==> src/rtl/instr_decode.sv <==
`default_nettype none
// +--------------------------------------------------------------------------+
// | instr_decode: ID-stage front half. Classifies fetched instructions into   |
// | one-hot class strobes, registers fields, optional load-use bubble         |
// | (LOAD_USE_STALL_EN).                                                      |
// | Revision: 1.0                                                             |
// +--------------------------------------------------------------------------+
module instr_decode #(
    parameter int XLEN  = 32,
    parameter int CNT_W = 16
) (
    input  logic              clk,
    input  logic              rst_n,
    input  logic              flush,
    input  logic              if_valid,
    input  logic [XLEN-1:0]   if_instr,
    input  logic [XLEN-1:0]   if_pc,
    output logic              if_ready,
    input  logic              ex_ready,
    output logic              id_valid,
    output logic              load_store,
    output logic              alu_inm,
    output logic              branch,
    output logic              jump_abs,
    output logic              alu_reg,
    output logic              jump_rel,
    output logic              shift_var,
    output logic              shift,
    output logic [4:0]        rs,
    output logic [4:0]        rt,
    output logic [4:0]        rd,
    output logic [4:0]        shamt,
    output logic [XLEN-1:0]   imm_ext,
    output logic [XLEN-1:0]   id_pc,
    output logic              illegal,
    output logic [CNT_W-1:0]  bubble_count
);

    logic [5:0]      w_op;
    logic [5:0]      w_fn;
    logic            w_ls, w_inm, w_br, w_ja, w_reg, w_jr, w_shv, w_sh;
    logic            w_ill;
    logic [3:0]      w_pc_top;
    logic [XLEN-1:0] w_imm;
    logic            w_adv;
    logic            w_hazard;
    logic            w_xfer;

    logic            r_valid;
    logic [7:0]      r_cls;
    logic            r_ill;
    logic [4:0]      r_rs, r_rt, r_rd, r_shamt;
    logic [XLEN-1:0] r_imm, r_pc;

    assign w_op = if_instr[31:26];
    assign w_fn = if_instr[5:0];

    always_comb begin
        w_ls  = 1'b0;
        w_inm = 1'b0;
        w_br  = 1'b0;
        w_ja  = 1'b0;
        w_reg = 1'b0;
        w_jr  = 1'b0;
        w_shv = 1'b0;
        w_sh  = 1'b0;
        w_ill = 1'b0;
        case (w_op)
            6'h00: begin
                case (w_fn)
                    6'h00, 6'h02, 6'h03: w_sh  = 1'b1;
                    6'h04, 6'h06, 6'h07: w_shv = 1'b1;
                    6'h08, 6'h09:        w_jr  = 1'b1;
                    6'h20, 6'h21, 6'h22, 6'h23, 6'h24, 6'h25, 6'h26, 6'h27,
                    6'h2A, 6'h2B:        w_reg = 1'b1;
                    default:             w_ill = 1'b1;
                endcase
            end
            6'h02, 6'h03:                      w_ja  = 1'b1;
            6'h04, 6'h05, 6'h06, 6'h07:        w_br  = 1'b1;
            6'h08, 6'h09, 6'h0A, 6'h0B,
            6'h0C, 6'h0D, 6'h0E, 6'h0F:        w_inm = 1'b1;
            6'h20, 6'h21, 6'h23, 6'h24, 6'h25,
            6'h28, 6'h29, 6'h2B:               w_ls  = 1'b1;
            default:                           w_ill = 1'b1;
        endcase
    end

    // Top nibble of pc+4: the +4 carries into bit 28 only when pc[27:2] is all ones.
    assign w_pc_top = if_pc[31:28] + {3'b000, &if_pc[27:2]};

    always_comb begin
        if (w_ja) begin
            w_imm = {w_pc_top, if_instr[25:0], 2'b00};
        end else if (w_op == 6'h0C || w_op == 6'h0D || w_op == 6'h0E) begin
            w_imm = {16'h0000, if_instr[15:0]};
        end else if (w_op == 6'h0F) begin
            w_imm = {if_instr[15:0], 16'h0000};
        end else begin
            w_imm = {{16{if_instr[15]}}, if_instr[15:0]};
        end
    end

    assign w_adv    = ~r_valid | ex_ready;
    assign if_ready = rst_n & w_adv & ~w_hazard & ~flush;
    assign w_xfer   = if_valid & if_ready;

    always_ff @(posedge clk) begin
        if (!rst_n) begin
            r_valid <= 1'b0;
            r_cls   <= '0;
            r_ill   <= 1'b0;
            r_rs    <= '0;
            r_rt    <= '0;
            r_rd    <= '0;
            r_shamt <= '0;
            r_imm   <= '0;
            r_pc    <= '0;
        end else if (w_xfer) begin
            r_valid <= 1'b1;
            r_cls   <= {w_ls, w_inm, w_br, w_ja, w_reg, w_jr, w_shv, w_sh};
            r_ill   <= w_ill;
            r_rs    <= if_instr[25:21];
            r_rt    <= if_instr[20:16];
            r_rd    <= if_instr[15:11];
            r_shamt <= if_instr[10:6];
            r_imm   <= w_imm;
            r_pc    <= if_pc;
        end else if (flush | w_adv) begin
            // Bubble or kill: fields keep stale values, strobes go quiet.
            r_valid <= 1'b0;
            r_cls   <= '0;
            r_ill   <= 1'b0;
        end
    end

`ifdef LOAD_USE_STALL_EN
    localparam logic [0:0] c_RUN    = 1'b0;
    localparam logic [0:0] c_BUBBLE = 1'b1;

    logic [0:0]       r_state;
    logic             r_held_load;
    logic [CNT_W-1:0] r_count;
    logic             w_reads_rs;
    logic             w_reads_rt;

    assign w_reads_rs = w_reg | w_inm | w_ls | w_br | w_jr | w_shv;
    assign w_reads_rt = w_reg | w_sh | w_shv
                      | (w_op == 6'h28) | (w_op == 6'h29) | (w_op == 6'h2B)
                      | (w_op == 6'h04) | (w_op == 6'h05);

    assign w_hazard = (r_state == c_RUN) & r_valid & r_held_load & (r_rt != 5'd0) & if_valid
                    & ((w_reads_rs & (if_instr[25:21] == r_rt))
                     | (w_reads_rt & (if_instr[20:16] == r_rt)));

    always_ff @(posedge clk) begin
        if (!rst_n) begin
            r_state     <= c_RUN;
            r_held_load <= 1'b0;
            r_count     <= '0;
        end else begin
            if (flush) begin
                r_state <= c_RUN;
            end else if (w_adv & w_hazard) begin
                r_state <= c_BUBBLE;
                if (r_count != {CNT_W{1'b1}}) begin
                    r_count <= r_count + CNT_W'(1);
                end
            end else if (w_xfer) begin
                r_state <= c_RUN;
            end
            if (w_xfer) begin
                r_held_load <= (w_op >= 6'h20) && (w_op <= 6'h25);
            end
        end
    end

    assign bubble_count = r_count;
`else
    assign w_hazard     = 1'b0;
    assign bubble_count = '0;
`endif

    assign id_valid = r_valid;
    assign {load_store, alu_inm, branch, jump_abs, alu_reg, jump_rel, shift_var, shift} = r_cls;
    assign illegal  = r_ill;
    assign rs       = r_rs;
    assign rt       = r_rt;
    assign rd       = r_rd;
    assign shamt    = r_shamt;
    assign imm_ext  = r_imm;
    assign id_pc    = r_pc;

endmodule
`default_nettype wire

==> config.mk <==
export PLATFORM = sky130hd
export DESIGN_NAME = instr_decode
export DESIGN_NICKNAME = d
export VERILOG_FILES = /design/src/rtl/instr_decode.sv
export SDC_FILE = /design/constraint.sdc
export NUM_CORES = 1
export LEC_CHECK = 0
export BUFFER_PORTS_ARGS = -buffer_cell sky130_fd_sc_hd__buf_4
export CAP_MARGIN = 0
export CORE_MARGIN = 4
export CORE_UTILIZATION = 50
export DETAILED_ROUTE_END_ITERATION = 10
export PLACE_DENSITY = 0.85
export SLEW_MARGIN = 20
export SYNTH_ARGS = -nofsm -noshare
export SYNTH_HDL_FRONTEND = slang
export SYNTH_SLANG_ARGS = --single-unit
==> constraint.sdc <==
create_clock -name clk -period 5.6 [get_ports clk]
set_input_delay 0.56 -clock clk [delete_from_list [all_inputs] [get_ports clk]]
set_output_delay 0.56 -clock clk [all_outputs]
set_load 0.02 [all_outputs]
== Yosys cells after proc, flatten, opt, wreduce, memory -nomap -nowiden ==
Index checks and enable logic that the tools add are counted.
Word-level totals
  register bits after elaboration: 94
Operators by class
  add/sub/neg operators: 1
  equal/unequal tests: 39
  multiplexer cells: 22
  bitwise gates (word level): 7
  reduce and logical (&&, ||, !) cells: 16
Operators with widths (number)
  6-bit == test (second input constant): 18
  32-bit 2-to-1 mux: 2
  6-bit by 4-bit == test with 1-bit output (second input constant): 10
  6-bit by 3-bit == test with 1-bit output (second input constant): 7
  31-bit 2-to-1 mux: 1
  26-bit AND reduction: 1
  6-bit by 2-bit == test with 1-bit output (second input constant): 4
  22-bit OR reduction: 1
  18-bit OR reduction: 1
  1-bit 2-to-1 mux: 16
  8-bit 2-to-1 mux: 2
  8-bit OR reduction: 2
  6-bit zero test: 2
  10-bit OR reduction: 1
  3-bit OR reduction: 2
  4-bit by 1-bit adder with 4-bit output: 1
  2-bit OR reduction: 2
  4-bit OR reduction: 1
  1-bit AND: 3
  1-bit logical OR: 2
  1-bit inverter: 2
  1-bit bitwise OR: 2
  1-bit case mux with 2 select lines: 1
  2-bit nonzero test: 1

== Logic depth before layout (Yosys ltp) ==
Gate-level depths: netlist of the first run.
  word-level depth: 6
  gate-level depth with buffers: 8

== Worst setup path after synthesis of the first run ==
Ideal clock, no wire load.
  path kind: input -> register
  start: input port if_pc[14]
  end: register r_imm[30], in the netlist imm_ext[30]
  arrival time: 2.114 ns
  path slack: 3.354 ns
  stages: 8
  buffers on the path: 0
  cell sequence: nand4_1 or4_1 nor4_1 ha_1 ha_1 xor2_1 a221oi_1 a21oi_1
Between the ends
  word-level cells in the longest chain between the ends: 3
RTL lines
  from (decl): RTL line 17  | input logic [XLEN-1:0] if_pc,
  26-bit AND reduction: RTL line 90  | assign w_pc_top = if_pc[31:28] + {3'b000, &if_pc[27:2]};
  4-bit by 1-bit adder with 4-bit output: RTL line 90
  32-bit 2-to-1 mux: RTL line 93  | if (w_ja) begin
  to (signal assigned): RTL line 127  | r_imm <= w_imm;
  to (decl): RTL line 53  | logic [XLEN-1:0] r_imm, r_pc;
Every way passes these cells.
A chain may end at the register's enable or synchronous reset.

== Final worst setup path of the first run ==
  start: input port rst_n
  end: register r_imm[24], in the netlist imm_ext[24]
Between the ends
  word-level cells in the longest chain between the ends: 3
RTL lines
  from (decl): RTL line 13  | input logic rst_n,
  1-bit AND (2 in a row): RTL line 105  | assign if_ready = rst_n & w_adv & ~w_hazard & ~flush;
  1-bit AND: RTL line 106  | assign w_xfer = if_valid & if_ready;
Several ways; a longest one is shown, not always the timed one.

==> key figures, run 1 <==
Logic synthesis
  • Post-Synthesis Cells: ~470
  • Largest area contributor in the netlist: dfxtp_1
  • Seq/Total Area, Yosys: 0.4870
  • Cell variety after synth: 43
  • Top cell type's share of synthesized area: 0.4870
  • Synth Cell Area: roughly 3900 sq um
  • Syn avg cell area: 8.151 sq um
  • Synth cell count leaders: 113 x nand2_1, 94 x dfxtp_1, 76 x a21oi_1
  • Number of synthesized register bits: 94
  • Yosys warnings: 0
  • FFs w/ async S/R, synth: 0
  • Synth top area cells: dfxtp_1 49%, nand2_1 11%, a21oi_1 9.8%
  • EDFF count, synth: 0
  • Main synth FF type: dfxtp_1
  • Count leader, synth: nand2_1

Run status
  • Status: completed

Cells and area
  • ANT cells: 0
  • Layout area overhead: 34.88%
  • Post-route insts no fill: 716
  • Final nets: between 600 and 700
  • Final instance area: ~5200 sq um
  • Share of post-route cells with drive strength above 1: 0.3047
  • Filler cells: around 640

Clock network
  • Post-CTS Hold Buffers: 0
  • CTS tree: done
  • CTS Root Cell: clkbuf_8
  • Sink Count: 94
  • Clk Latency, worst-skew pair: 0.35 ns
  • CTS resizes: 0
  • Max clock buf depth: 2
  • H-tree depth: 3
  • Clock transition at path regs: around 0.09 ns
  • Postcts setup bufs: 0
  • Number of CTS-inserted buffers: 9

Global routing
  • Vias in the first global route: roughly 3600
  • Initial antenna violation count: 0
  • Tot GR Track Use: 0.2463
  • GRT Residual Overflow: 0
  • Largest net degree at the start of global routing: between 100 and 150
  • First-pass GRT wire length: 17.64 mm

Detailed routing
  • Antenna viol nets, final: 0
  • Router iterations before antenna repair: 6
  • Via Count: approximately 4000
  • Iteration-0 DRC Markers: between 200 and 300
  • Drt total wl: 11.67 mm
  • Vias/cell: 5.578
  • DRC viols: 0
  • Routed WL per cell: around 16 um

STA
  • Crit path time final: slightly below 3 ns
  • Worst Skew: 0.008105 ns
  • Fin crit share: 0.5320
  • Slew Limit Fails: 0
  • Final number of setup-violating endpoints: 0
  • Fmax: ~340 MHz
  • Fin Setup TNS: 0 ns
  • RSZ-0062 raised after global routing: false
  • Slew headroom: 0.2684
  • Worst-Margin Slew: around 1.1 ns
  • Final Hold Viols: 0

Critical path
  • Crit Path Class: primary input to flip-flop
  • Critical Path RT: ~6 ns
  • Arr. time, crit path: between 3 and 4 ns
  • CP max FO: between 100 and 150
  • R2R cell count: 5
  • CP endpoint kind: flip-flop
  • CP Launch Type: primary input

Die
  • Initial cell density of the core: 0.5243
  • Number of I/O pins: 180
  • Row count: 31
  • Die Span Y: 95.91 um
  • Die X-Extent: 95.91 um
  • Die area: roughly 9200 sq um
  • Core box area: around 7400 sq um

Placement
  • GPL Wtd Cong: about 0.85
  • Placed Area: approximately 5000 sq um
  • IO Port Bufs: around 160
  • Detailed Place HPWL: 8.391 mm
  • Dpl cells: about 700

Pwr
  • Leakage power: 2.209 nW
  • Pwr/cell area: around 260 nW/um^2
  • VDD IR max: 0.1255 mV

Job
  • Max_cap viols: 0

Min path
  • Hold Crit Class: primary input to flip-flop
  • Hold path depth: 3
==> cell families after synthesis <==
logic type	Yosys count	synth area share
flops	94	0.4870
buf+inv	55	0.07415
compound gates	146	0.2264
simple gates	174	0.2005
fa+ha+maj	2	0.006476
xor+xnor	2	0.004535
other cells	1	0.0009706
==> layout by cell type, fill, tap and decap left out, drive strengths merged, types with 3 or more instances in the layout <==
cell / instances
conb: 16
clkbuf: 10
nor2b: 3
nor4: 3
o21ai: 17
a221oi: 16
clkinv: 3
a32oi: 3
nand2: 113
buf: 165
a21oi: 77
o22ai: 15
nor2: 27
nand3: 5
nand4: 7
a22oi: 15
dfxtp: 94
nor3: 3
inv: 4
==> per-layer routing <==
metal,part of all wire,vias to the layer above,wire length (um),track usage
met5,0,-,0,0
met2,0.47,207,5521,0.3943
met4,0.033,0,382,0.1055
li1,-,1907,-,-
met1,0.42,1849,4918,0.3335
met3,0.072,31,845,0.03284
==> where the power goes <==
part | switching (mW) | internal, mW
Clock | 0.224 | 0.213
Combinational | 0.130 | 0.0875
Sequential | 0.0140 | 0.693
Total | 0.368 | 0.994
==> registers in the layout, indices dropped and copies added (netlist names) <==
register / cells
id_pc: 32
id_valid: 1
illegal: 1
imm_ext: 32
r_cls: 8
rd: 5
rs: 5
rt: 5
shamt: 5
==> critical path, cell delays in order <==
cell	delay [ns]
buf_4	0.18
and2b_1	0.20
nand3_4	0.79
nor3_2	1.09
a22oi_1	0.18
o22ai_1	0.20
==> final timing paths <==
path               from          end  slack (ns)
min reg2reg  imm_ext[0]   imm_ext[0]        0.46
max               rst_n  imm_ext[24]        2.62
max reg2reg    id_valid  imm_ext[24]        2.73
min            if_pc[1]     id_pc[1]        0.45
==> final cells by class <==
class	count	area [sq um]	area share
Clock buffer	10	137.6	0.02641
Clock inverter	4	48.80	0.009364
Inverter	4	15.01	0.002881
Multi-Input combinational cell	340	1765	0.3388
Sequential cell	94	1882	0.3611
Tap cell	99	123.9	0.02377
Timing Repair Buffer	165	1239	0.2377
==> through the flow <==
stage          hold slack (ns)    util  power (mW)  setup WS (ns)
6_report                0.4539  0.7071       1.362          2.621
5_1_grt                 0.4546  0.7071       1.413          2.393
4_1_cts                 0.4497  0.7071       1.364          2.652
3_5_place_dp            0.4463  0.6818      0.9375          2.290
3_3_place_gp            0.4424  0.6818      0.9329          2.432
2_1_floorplan           0.5302       -      0.8369          3.354
(Power assumes the default switching activity.)
==> run 2, diff against run 1 <==
--- a/config.mk
+++ b/config.mk
@@ -5,12 +5,13 @@
 export SDC_FILE = /design/constraint.sdc
 export NUM_CORES = 1
 export LEC_CHECK = 0
+export ABC_AREA = 1
 export BUFFER_PORTS_ARGS = -buffer_cell sky130_fd_sc_hd__buf_4
 export CAP_MARGIN = 0
 export CORE_MARGIN = 4
-export CORE_UTILIZATION = 50
+export CORE_UTILIZATION = 48
 export DETAILED_ROUTE_END_ITERATION = 10
-export PLACE_DENSITY = 0.85
+export PLACE_DENSITY = 0.81
 export SLEW_MARGIN = 20
 export SYNTH_ARGS = -nofsm -noshare
 export SYNTH_HDL_FRONTEND = slang
==> constraint.sdc (replaced) <==
create_clock -name clk -period 2.94 [get_ports clk]
set_input_delay 0.294 -clock clk [delete_from_list [all_inputs] [get_ports clk]]
set_output_delay 0.294 -clock clk [all_outputs]
set_load 0.02 [all_outputs]
==> key figures, run 2 <==
Clock network
  • H-tree depth: 3
  • Number of CTS-inserted buffers: 9
  • Post-CTS Hold Buffers: 0
  • Clock transition at path regs: ~0.1 ns
  • Postcts setup bufs: 0
  • Clk Latency, worst-skew pair: 0.36 ns
  • CTS tree: done
  • CTS Root Cell: clkbuf_8
  • Max clock buf depth: 2
  • Sink Count: 94
  • CTS resizes: 0

Placement
  • Detailed Place HPWL: a little over 9 mm
  • GPL Wtd Cong: about 0.87
  • IO Port Bufs: about 160
  • Dpl cells: 838

Detailed routing
  • Drt total wl: roughly 13 mm
  • Iteration-0 DRC Markers: between 200 and 300
  • Via Count: about 4300
  • DRC viols: 0
  • Routed WL per cell: between 10 and 15 um
  • Router iterations before antenna repair: 5
  • Antenna viol nets, final: 0
  • Vias/cell: roughly 5

Cells and area
  • Layout area overhead: 32.04%
  • Final nets: 815
  • Post-route insts no fill: 854
  • Share of post-route cells with drive strength above 1: 0.2603
  • Most common cell after layout, fill and taps aside: nand2_1
  • Commonest cells after routing, fill and taps aside: 201 x nand2_1, 167 x buf_4, 94 x dfxtp_1, 74 x a21oi_1, 66 x nor2_1
  • ANT cells: 0

Pwr
  • Internal power: between 1.5 and 2 mW
  • Pwr/cell area: approximately 460 nW/um^2
  • Combinational fraction of design power: 0.157
  • Net Switching: 0.7433 mW
  • Total power draw: between 2 and 3 mW
  • VDD IR max: approximately 0.25 mV
  • Clock power frac: 0.316
  • Switch share: 0.2936
  • Leakage power: around 2.5 nW
  • Sequential power share: 0.528

Die
  • Initial cell density of the core: 0.5000
  • Die X-Extent: around 100 um
  • Core box area: 8341 sq um
  • Die Span Y: slightly above 100 um
  • Die area: approximately 10000 sq um
  • Row count: 33
  • Number of I/O pins: 180

Critical path
  • Crit path max-delay family: simple AND/OR/NAND/NOR gates
  • Critical path buffers and inverters: 1
  • Crit Path Class: primary input to flip-flop
  • Critical Path RT: approximately 3.2 ns
  • Arr. time, crit path: ~2.1 ns
  • R2r startpoint: id_valid
  • CP endpoint kind: flip-flop
  • R2R cell count: 6
  • R2R setup slack: 1.12 ns
  • CP max-delay cell: nor2_4
  • R2r endpoint: id_pc[12]
  • CP Launch Type: primary input
  • CP max FO: 28
  • Delay of the slowest cell on the worst path: ~0.58 ns
  • Crit-path cells: buf_4 > nor2_2 > nand3_2 > nor2_4 > nand2_1 > a31oi_1

Run status
  • Status: completed

Global routing
  • Tot GR Track Use: 0.2364
  • Vias in the first global route: just over 4000
  • First-pass GRT wire length: a little under 20 mm
  • Largest net degree at the start of global routing: between 90 and 100
  • Initial antenna violation count: 0
  • GRT Residual Overflow: 0

Logic synthesis
  • Number of synthesized register bits: 94
  • Count leader, synth: nand2_1
  • Largest area contributor in the netlist: dfxtp_1
  • FFs w/ async S/R, synth: 0
  • Synth Cell Area: 4170 sq um
  • Synth cell count leaders: 201 x nand2_1, 94 x dfxtp_1, 74 x a21oi_1
  • Top cell type's share of synthesized area: 0.4512
  • Post-Synthesis Cells: 600
  • Syn avg cell area: 6.950 sq um
  • Main synth FF type: dfxtp_1
  • Cell variety after synth: 29
  • Seq/Total Area, Yosys: 0.4512
  • Synth top area cells: dfxtp_1 45%, nand2_1 18%, a21oi_1 8.9%
  • EDFF count, synth: 0
  • Yosys warnings: 0

Min path
  • Hold Crit Class: primary input to flip-flop
  • Hold Startpoint: if_instr[23]
  • Hold path endpoint: rs[2]
  • Hold path depth: 3

STA
  • Fin crit share: 0.6224
  • Worst Skew: ~0.006 ns
  • Fmax: ~550 MHz
  • Slew headroom: 0.3846
  • RSZ-0062 raised after global routing: false
  • Slew Limit Fails: 0
  • Fin Setup TNS: 0 ns
  • Final Hold Viols: 0
  • Crit path time final: between 1.5 and 2 ns
  • Final Hold Slack: around 0.19 ns
  • Final number of setup-violating endpoints: 0
  • Worst-Margin Slew: 0.9231 ns

Job
  • Max_cap viols: 0
[run 2: cell types whose count changed after synthesis, moves of 5 or more]
| cell | delta |
|---|---|
| nand2_1 | +88 |
| o21ai_0 | -5 |
| nor2_1 | +41 |
| a221oi_1 | -16 |
| a31oi_1 | +8 |
| a22oi_1 | -14 |
| buf_2 | +8 |
| o22ai_1 | -15 |
| clkbuf_1 | -9 |
| inv_1 | +35 |
| nand3_1 | +16 |
[run 2: kinds of logic (layout without fill, tap and decap cells)]
family | Yosys count | count (layout) | share of synthesized area
adder cells (fa/ha/maj) | 2 | 2 | 0.006000
AND/OR/NAND/NOR | 310 | 310 | 0.3021
buffers and inverters | 89 | 223 | 0.1062
AO/OA/AOI/OAI | 104 | 104 | 0.1335
other | 1 | 16 | 0.0008992
flip-flops | 94 | 94 | 0.4512
[run 2: power groups by stage]
stage | Sequential (mW) | Combinational (mW) | Clock [mW]
after detailed placement | 1.36 | 0.394 | 0
after floorplan | 1.41 | 0.173 | 0
after global routing | 1.34 | 0.431 | 0.860
after CTS | 1.34 | 0.396 | 0.813
after global placement | 1.36 | 0.388 | 0
final | 1.34 | 0.397 | 0.799
[run 2: per-layer routing]
layer / track usage / share of wire
met4: 0.07157 / 0.016
met3: 0.05510 / 0.076
met1: 0.3008 / 0.41
met2: 0.3989 / 0.50
met5: 0 / 0
[run 2: worst max-delay path by stage]
stage                      start  cells past startpoint  slack (ns)          end
finish              if_instr[31]                      6        1.11   imm_ext[8]
global route            id_valid                      6        0.90     id_pc[7]
CTS                     id_valid                      6        1.14    id_pc[12]
detailed placement  if_instr[31]                      6        0.76  imm_ext[14]
global placement    if_instr[31]                      8        0.91  imm_ext[19]
floorplan               if_pc[4]                      9        1.41  imm_ext[29]
[run 2: through the flow]
step,area [sq um],utilization,setup slack [ns]
2_1_floorplan,4227,-,1.406
3_3_place_gp,5326,0.6386,0.9055
3_5_place_dp,5326,0.6386,0.7610
4_1_cts,5507,0.6602,1.135
5_1_grt,5507,0.6602,0.8979
6_report,5507,0.6602,1.110
[run 2: worst reg2reg max path, cell delays in order, from the launching register on]
cell and delay (ns):
dfxtp_1 0.33, nand2_1 0.12, nand3_4 0.10, inv_2 0.56
buf_4 0.40, nand2_1 0.10, a21oi_1 0.14
[run 2: cell type report]
| cell class | instances | area, sq um |
|---|---|---|
| Timing Repair Buffer | 167 | 1254 |
| Tap cell | 105 | 131.4 |
| Sequential cell | 94 | 1882 |
| Clock inverter | 7 | 56.30 |
| Multi-Input combinational cell | 432 | 1909 |
| Fill cell | 762 | 2834 |
| Clock buffer | 9 | 123.9 |
| Inverter | 40 | 150.1 |
